**src/rtl/tone_pkg.sv**
```systemverilog
// Shared types and helpers for the tone period meter: state encoding, default width,
// and the absolute-difference helper used by the stability check and the target comparator.
package tone_pkg;

    localparam int TONE_WIDTH = 15;

    // Wide enough that WIDTH+1-bit operands never wrap for any WIDTH up to 31.
    localparam int DIFF_W = 32;

    typedef enum logic [1:0] {
        IDLE,
        ARM,
        LOCK
    } tone_state_e;

    function automatic logic [DIFF_W-1:0] abs_diff(input logic [DIFF_W-1:0] a,
                                                   input logic [DIFF_W-1:0] b);
        return (a >= b) ? (a - b) : (b - a);
    endfunction

endpackage

```
**src/rtl/tone_edge_sync.sv**
```systemverilog
// Two-flop synchronizer for the asynchronous tone pin plus a previous-level flop;
// o_edge flags either polarity of transition, two clocks after capture.
module tone_edge_sync (
    input  logic clk,
    input  logic rst_n,
    input  logic i_d,
    output logic o_level,
    output logic o_edge
);

    logic r_s1, r_s2, r_s3;

    // NOTE: sequential state uses non-blocking assignments so every flop samples pre-edge values.
    always_ff @(posedge clk or negedge rst_n) begin
        if (!rst_n) begin
            r_s1 <= 1'b0;
            r_s2 <= 1'b0;
            r_s3 <= 1'b0;
        end else begin
            r_s1 <= i_d;
            r_s2 <= r_s1;
            r_s3 <= r_s2;
        end
    end

    assign o_level = r_s2;
    assign o_edge  = r_s2 ^ r_s3;

endmodule

```
**src/rtl/tone_period_meter.sv**
```systemverilog
// Measures the half-period of a square wave as half-period-1 clocks and locks on stable tones.
// Define TONE_MATCH_EN to add the target input and the registered tone_match output.
module tone_period_meter
    import tone_pkg::*;
#(
    parameter int WIDTH        = TONE_WIDTH,
    parameter int TIMEOUT      = 32767,
    parameter int TOL          = 4,
    parameter int STABLE_COUNT = 2
) (
    input  logic             clk,
    input  logic             rst_n,
    input  logic             enable,
    input  logic             tone_in,
`ifdef TONE_MATCH_EN
    input  logic [WIDTH-1:0] target,
    output logic             tone_match,
`endif
    output logic [WIDTH-1:0] period_value,
    output logic             period_valid,
    output logic             tone_present
);

    localparam int                SW         = $clog2(STABLE_COUNT + 1);
    localparam logic [WIDTH-1:0]  CNT_MAX    = WIDTH'(TIMEOUT);
    localparam logic [SW-1:0]     STABLE_TGT = SW'(STABLE_COUNT);
    localparam logic [DIFF_W-1:0] TOL_U      = DIFF_W'(TOL);

    tone_state_e      r_state;
    logic [WIDTH-1:0] r_cnt;
    logic [WIDTH-1:0] r_prev_meas;
    logic [WIDTH-1:0] r_period_value;
    logic [SW-1:0]    r_stable;
    logic             r_prev_valid;
    logic             r_period_valid;
    logic             r_tone_present;

    logic             w_edge;
    logic             w_agree;
    logic             w_timeout;
    logic [SW-1:0]    w_stable_inc;

    tone_edge_sync u_sync (
        .clk     (clk),
        .rst_n   (rst_n),
        .i_d     (tone_in),
        .o_level (),
        .o_edge  (w_edge)
    );

    // On an edge cycle r_cnt holds the just-finished measurement.
    assign w_agree      = r_prev_valid &&
                          (abs_diff(DIFF_W'(r_cnt), DIFF_W'(r_prev_meas)) <= TOL_U);
    assign w_timeout    = (r_cnt == CNT_MAX);
    assign w_stable_inc = r_stable + 1'b1;

    always_ff @(posedge clk or negedge rst_n) begin
        if (!rst_n) begin
            r_state        <= IDLE;
            r_cnt          <= '0;
            r_prev_meas    <= '0;
            r_period_value <= '0;
            r_stable       <= '0;
            r_prev_valid   <= 1'b0;
            r_period_valid <= 1'b0;
            r_tone_present <= 1'b0;
        end else begin
            r_period_valid <= 1'b0;
            if (!enable) begin
                r_state        <= IDLE;
                r_cnt          <= '0;
                r_stable       <= '0;
                r_prev_valid   <= 1'b0;
                r_tone_present <= 1'b0;
            end else begin
                // NOTE: later non-blocking assignments in this block override this default count update.
                if (w_edge)
                    r_cnt <= '0;
                else if (!w_timeout)
                    r_cnt <= r_cnt + 1'b1;

                case (r_state)
                    IDLE: begin
                        r_cnt <= '0;
                        if (w_edge)
                            r_state <= ARM;
                    end
                    ARM: begin
                        if (w_edge) begin
                            r_prev_meas  <= r_cnt;
                            r_prev_valid <= 1'b1;
                            if (!w_agree) begin
                                r_stable <= '0;
                            end else begin
                                r_stable <= w_stable_inc;
                                if (w_stable_inc == STABLE_TGT) begin
                                    r_state        <= LOCK;
                                    r_period_value <= r_cnt;
                                    r_period_valid <= 1'b1;
                                    r_tone_present <= 1'b1;
                                end
                            end
                        end else if (w_timeout) begin
                            r_state      <= IDLE;
                            r_cnt        <= '0;
                            r_stable     <= '0;
                            r_prev_valid <= 1'b0;
                        end
                    end
                    LOCK: begin
                        if (w_edge) begin
                            r_prev_meas <= r_cnt;
                            if (w_agree) begin
                                r_period_value <= r_cnt;
                                r_period_valid <= 1'b1;
                            end else begin
                                r_state        <= ARM;
                                r_stable       <= '0;
                                r_tone_present <= 1'b0;
                            end
                        end else if (w_timeout) begin
                            r_state        <= IDLE;
                            r_cnt          <= '0;
                            r_stable       <= '0;
                            r_prev_valid   <= 1'b0;
                            r_tone_present <= 1'b0;
                        end
                    end
                    default: r_state <= IDLE;
                endcase
            end
        end
    end

    assign period_value = r_period_value;
    assign period_valid = r_period_valid;
    assign tone_present = r_tone_present;

`ifdef TONE_MATCH_EN
    logic r_tone_match;

    always_ff @(posedge clk or negedge rst_n) begin
        if (!rst_n)
            r_tone_match <= 1'b0;
        else
            r_tone_match <= enable && r_tone_present &&
                            (abs_diff(DIFF_W'(r_period_value), DIFF_W'(target)) <= TOL_U);
    end

    assign tone_match = r_tone_match;
`endif

endmodule
```
**config.mk**
```make
export PLATFORM = sky130hd
export DESIGN_NAME = tone_period_meter
export DESIGN_NICKNAME = d
export VERILOG_FILES = /design/src/rtl/tone_pkg.sv /design/src/rtl/tone_edge_sync.sv /design/src/rtl/tone_period_meter.sv
export SDC_FILE = /design/constraint.sdc
export NUM_CORES = 1
export LEC_CHECK = 0
export ABC_AREA = 0
export CAP_MARGIN = 20
export CORE_MARGIN = 4
export CORE_UTILIZATION = 55
export DETAILED_ROUTE_END_ITERATION = 10
export PLACE_DENSITY = 0.77
export RECOVER_POWER = 100
export SLEW_MARGIN = 15
export SYNTH_ARGS = -nofsm -noshare
export SYNTH_HDL_FRONTEND = slang
export SYNTH_SLANG_ARGS = --single-unit
```
**constraint.sdc**
```tcl
create_clock -name clk -period 3.7 [get_ports clk]
set_input_delay 0.74 -clock clk [delete_from_list [all_inputs] [get_ports clk]]
set_output_delay 0.74 -clock clk [all_outputs]
set_load 0.05 [all_outputs]
```
==> impl_metrics.ini <==
[status]
status = finished, final reports clean

[floorplanning]
die-area_um2 = 9340
start_util_pct = 56.2
pin_count = 21
core_um2 = 7690
fp.dieH_um = 96.6
die_width_um = 96.6
rows = 32

[critical_path]
reg2regPathDepth = 14
critical-path-slowest-cell = or4_1
crit_top_cell = and3_4
cpPeakStageDelay_ns = 0.47
cp-startpoint = r_cnt[4]
cp-start-kind = register
cp.required_ns = 3.90
cp_max_fo = 10
r2r_slack_ns = 0.11
worstReg2RegStart = r_cnt[4]
crit_cells = 14
worstPathCellList = inv_2 -> ha_4 -> buf_4 -> and3_4 -> o21a_4 -> o31a_1 -> or4_1 -> a211o_1 -> nor4_4 -> o22ai_2 -> nor2_4 -> and3_4 -> buf_12 -> mux2_4
crit_arrival_ns = 3.80
cp_num_buf_inv = 3
critical-path-top-delay-family = simple AND/OR/NAND/NOR gates
endpoint_kind = register
path_class = register to register
endpoint = period_value[9]
timing.rr.end = period_value[9]

[logic_synthesis]
synth.distinct_cells = 72
synth_edf_count = 0
ys_warn_count = 0
async_flop_share_pct = 100
yosysMostFrequentCell = dfrtp_1
ys.flop_type = dfrtp_1
synth-seq-area-share_pct = 31.8
synth_top_area_share_pct = 31.8
syn_inst = 502
postSynthRegisterBits = 55
netlist_area_um2 = 4320
post-synth-top-area-cell = dfrtp_1
syn_avg_cell_area_um2 = 8.61
synth.area.top_cells = dfrtp_1 32%, ha_1 10%, o21ai_0 4.3%
syn-num-nets = 542
synthTopCellsByCount = 55 x dfrtp_1, 44 x nand2_1, 41 x inv_1

[drt]
vias = 4103
drc = 0
via_per_inst = 6.03
ant_nets = 0
finalWirelength_um = 12100
drtIter0Drc = 238
drt-pass1-iter-count = 5
wl_per_cell_um = 17.8

[min_path]
min_from = u_sync.r_s1
hold_path.class = register to register

[timing]
fmax_mhz = 278
layout_min_cycle_time_ns = 3.59
maxSlewViolCount = 0
setup-tns-final_ns = 0
slew-limit-headroom_pct = 24.2
hold_viol = 0
finClkSkew_ns = 0.00653
worst_pin_slew_ns = 1.14
hold_ws_ns = 0.365
setup_viol = 0
finalCritPeriodShare_pct = 97.1

[clock_network]
cts.htree.levels = 2
clkSinkCount = 55
hold_buffers = 0
clock_latency_ns = 0.31
cts_buffers = 5
cts-root-buf = clkbuf_8
clk_pin_slew_worst_paths_ns = 0.11
cts_tree = built
cts_buffer_depth = 2

[global_routing]
grt_overflow_total = 0
first_global_vias = 4067
grt_max_degree = 35
antenna_found_initial = 0
grt_usage_pct = 25.6
grt_pass1_wl_um = 19800

[final_layout]
area_growth_pct = 21.6
post-route-util_pct = 68.3
num-nets-final = 617
final_cell_area_um2 = 5250
drive_above_1_share_pct = 19.9
antennaDiodeCount = 0

[pwr]
vdd_drop_max_mv = 0.330
p_leak_nw = 2.43
power_density_nw_per_um2 = 703
power_w = 0.00369

[placed_design]
place_congestion = 1.01
placed_area_um2 = 5050
numPortBuffers = 20
dp_hpwl_um = 9460

[job]
cap_violations = 0
-- worst min-delay path by stage --
stage                                end  slack (ns)  depth (start not counted)
after CTS                 u_sync.o_level        0.37                          0
after global routing      u_sync.o_level        0.38                          0
after detailed placement  u_sync.o_level        0.34                          0
after global placement    u_sync.o_level        0.33                          0
final                     u_sync.o_level        0.36                          0
after floorplan           u_sync.o_level        0.33                          0
-- cell type report --
class	count	area, µm²
multi-input combinational	378	2740
sequential	55	1380
tap	102	128
clock buffer	5	68.8
fill	629	2430
inverter	43	161
timing repair buffer	94	752
clock inverter	3	28.8
-- kinds of logic after synthesis --
kind of cell	after synthesis	synth area share, %
AOI/OAI and AO/OA	143	21.7
xor gates and xnor gates	21	4.26
adders and majority gates	36	10.4
buffers and inverters	69	6.89
DFF	55	31.8
muxes	19	5.76
and+or+nand+nor	159	19.1
-- state kept, by name, indices dropped and copies added (netlist names), 2 cells and up --
signal / cells
period_value: 15
r_cnt: 15
r_prev_meas: 15
r_stable: 2
r_state: 2
-- routing by layer --
metal,vias to the layer above,GRT usage [%],routed length [µm]
met5,-,0,0
met4,0,11.9,506
met3,37,2.60,618
met2,152,42.3,5780
met1,1966,33.8,5200
li1,1948,-,-
-- report_power, final --
group | total, W | internal (W) | switching [W] | leakage (nW)
combinational | 0.00264 | 0.00121 | 0.00143 | 1.62
clock | 0.000355 | 0.000141 | 0.000214 | 0.0502
sequential | 0.000700 | 0.000658 | 0.0000415 | 0.756
total | 0.00369 | 0.00200 | 0.00169 | 2.43
-- placed cells by master (no fill, tap or decap), types with 4 or more instances in the layout --
master	synthesis	routed
a211oi_1	7	6
a21o_1	6	6
a21oi_1	33	32
and3_1	7	6
and4_1	5	5
buf_4	0	68
clkbuf_1	15	4
clkbuf_8	0	5
dfrtp_1	55	55
dlygate4sd3_1	0	19
ha_1	36	32
inv_1	41	40
mux2_1	5	5
mux2_4	10	10
nand2_1	44	44
nand3_1	11	11
nand4_1	10	10
nor2_1	38	38
nor3_1	9	9
nor4_1	6	4
o21a_1	5	5
o21ai_0	37	37
o21ai_1	4	4
o21bai_1	5	5
o31a_1	4	4
o31ai_1	9	9
xnor2_1	19	19
-- stage by stage --
step	cells	setup slack, ns
detailed placement	669	0.0162
finish	680	0.107
floorplan	502	0.0324
global placement	669	0.0998
CTS	677	0.0276
global route	680	-0.00924
-- timing repair --
item | CTS | global route
gates resized for setup | 1 | 15
setup endpoints to repair | 6 | 18
buffers inserted | 0 | 3
pin swaps | 0 | 5
Power figures use the tool's default switching activity.
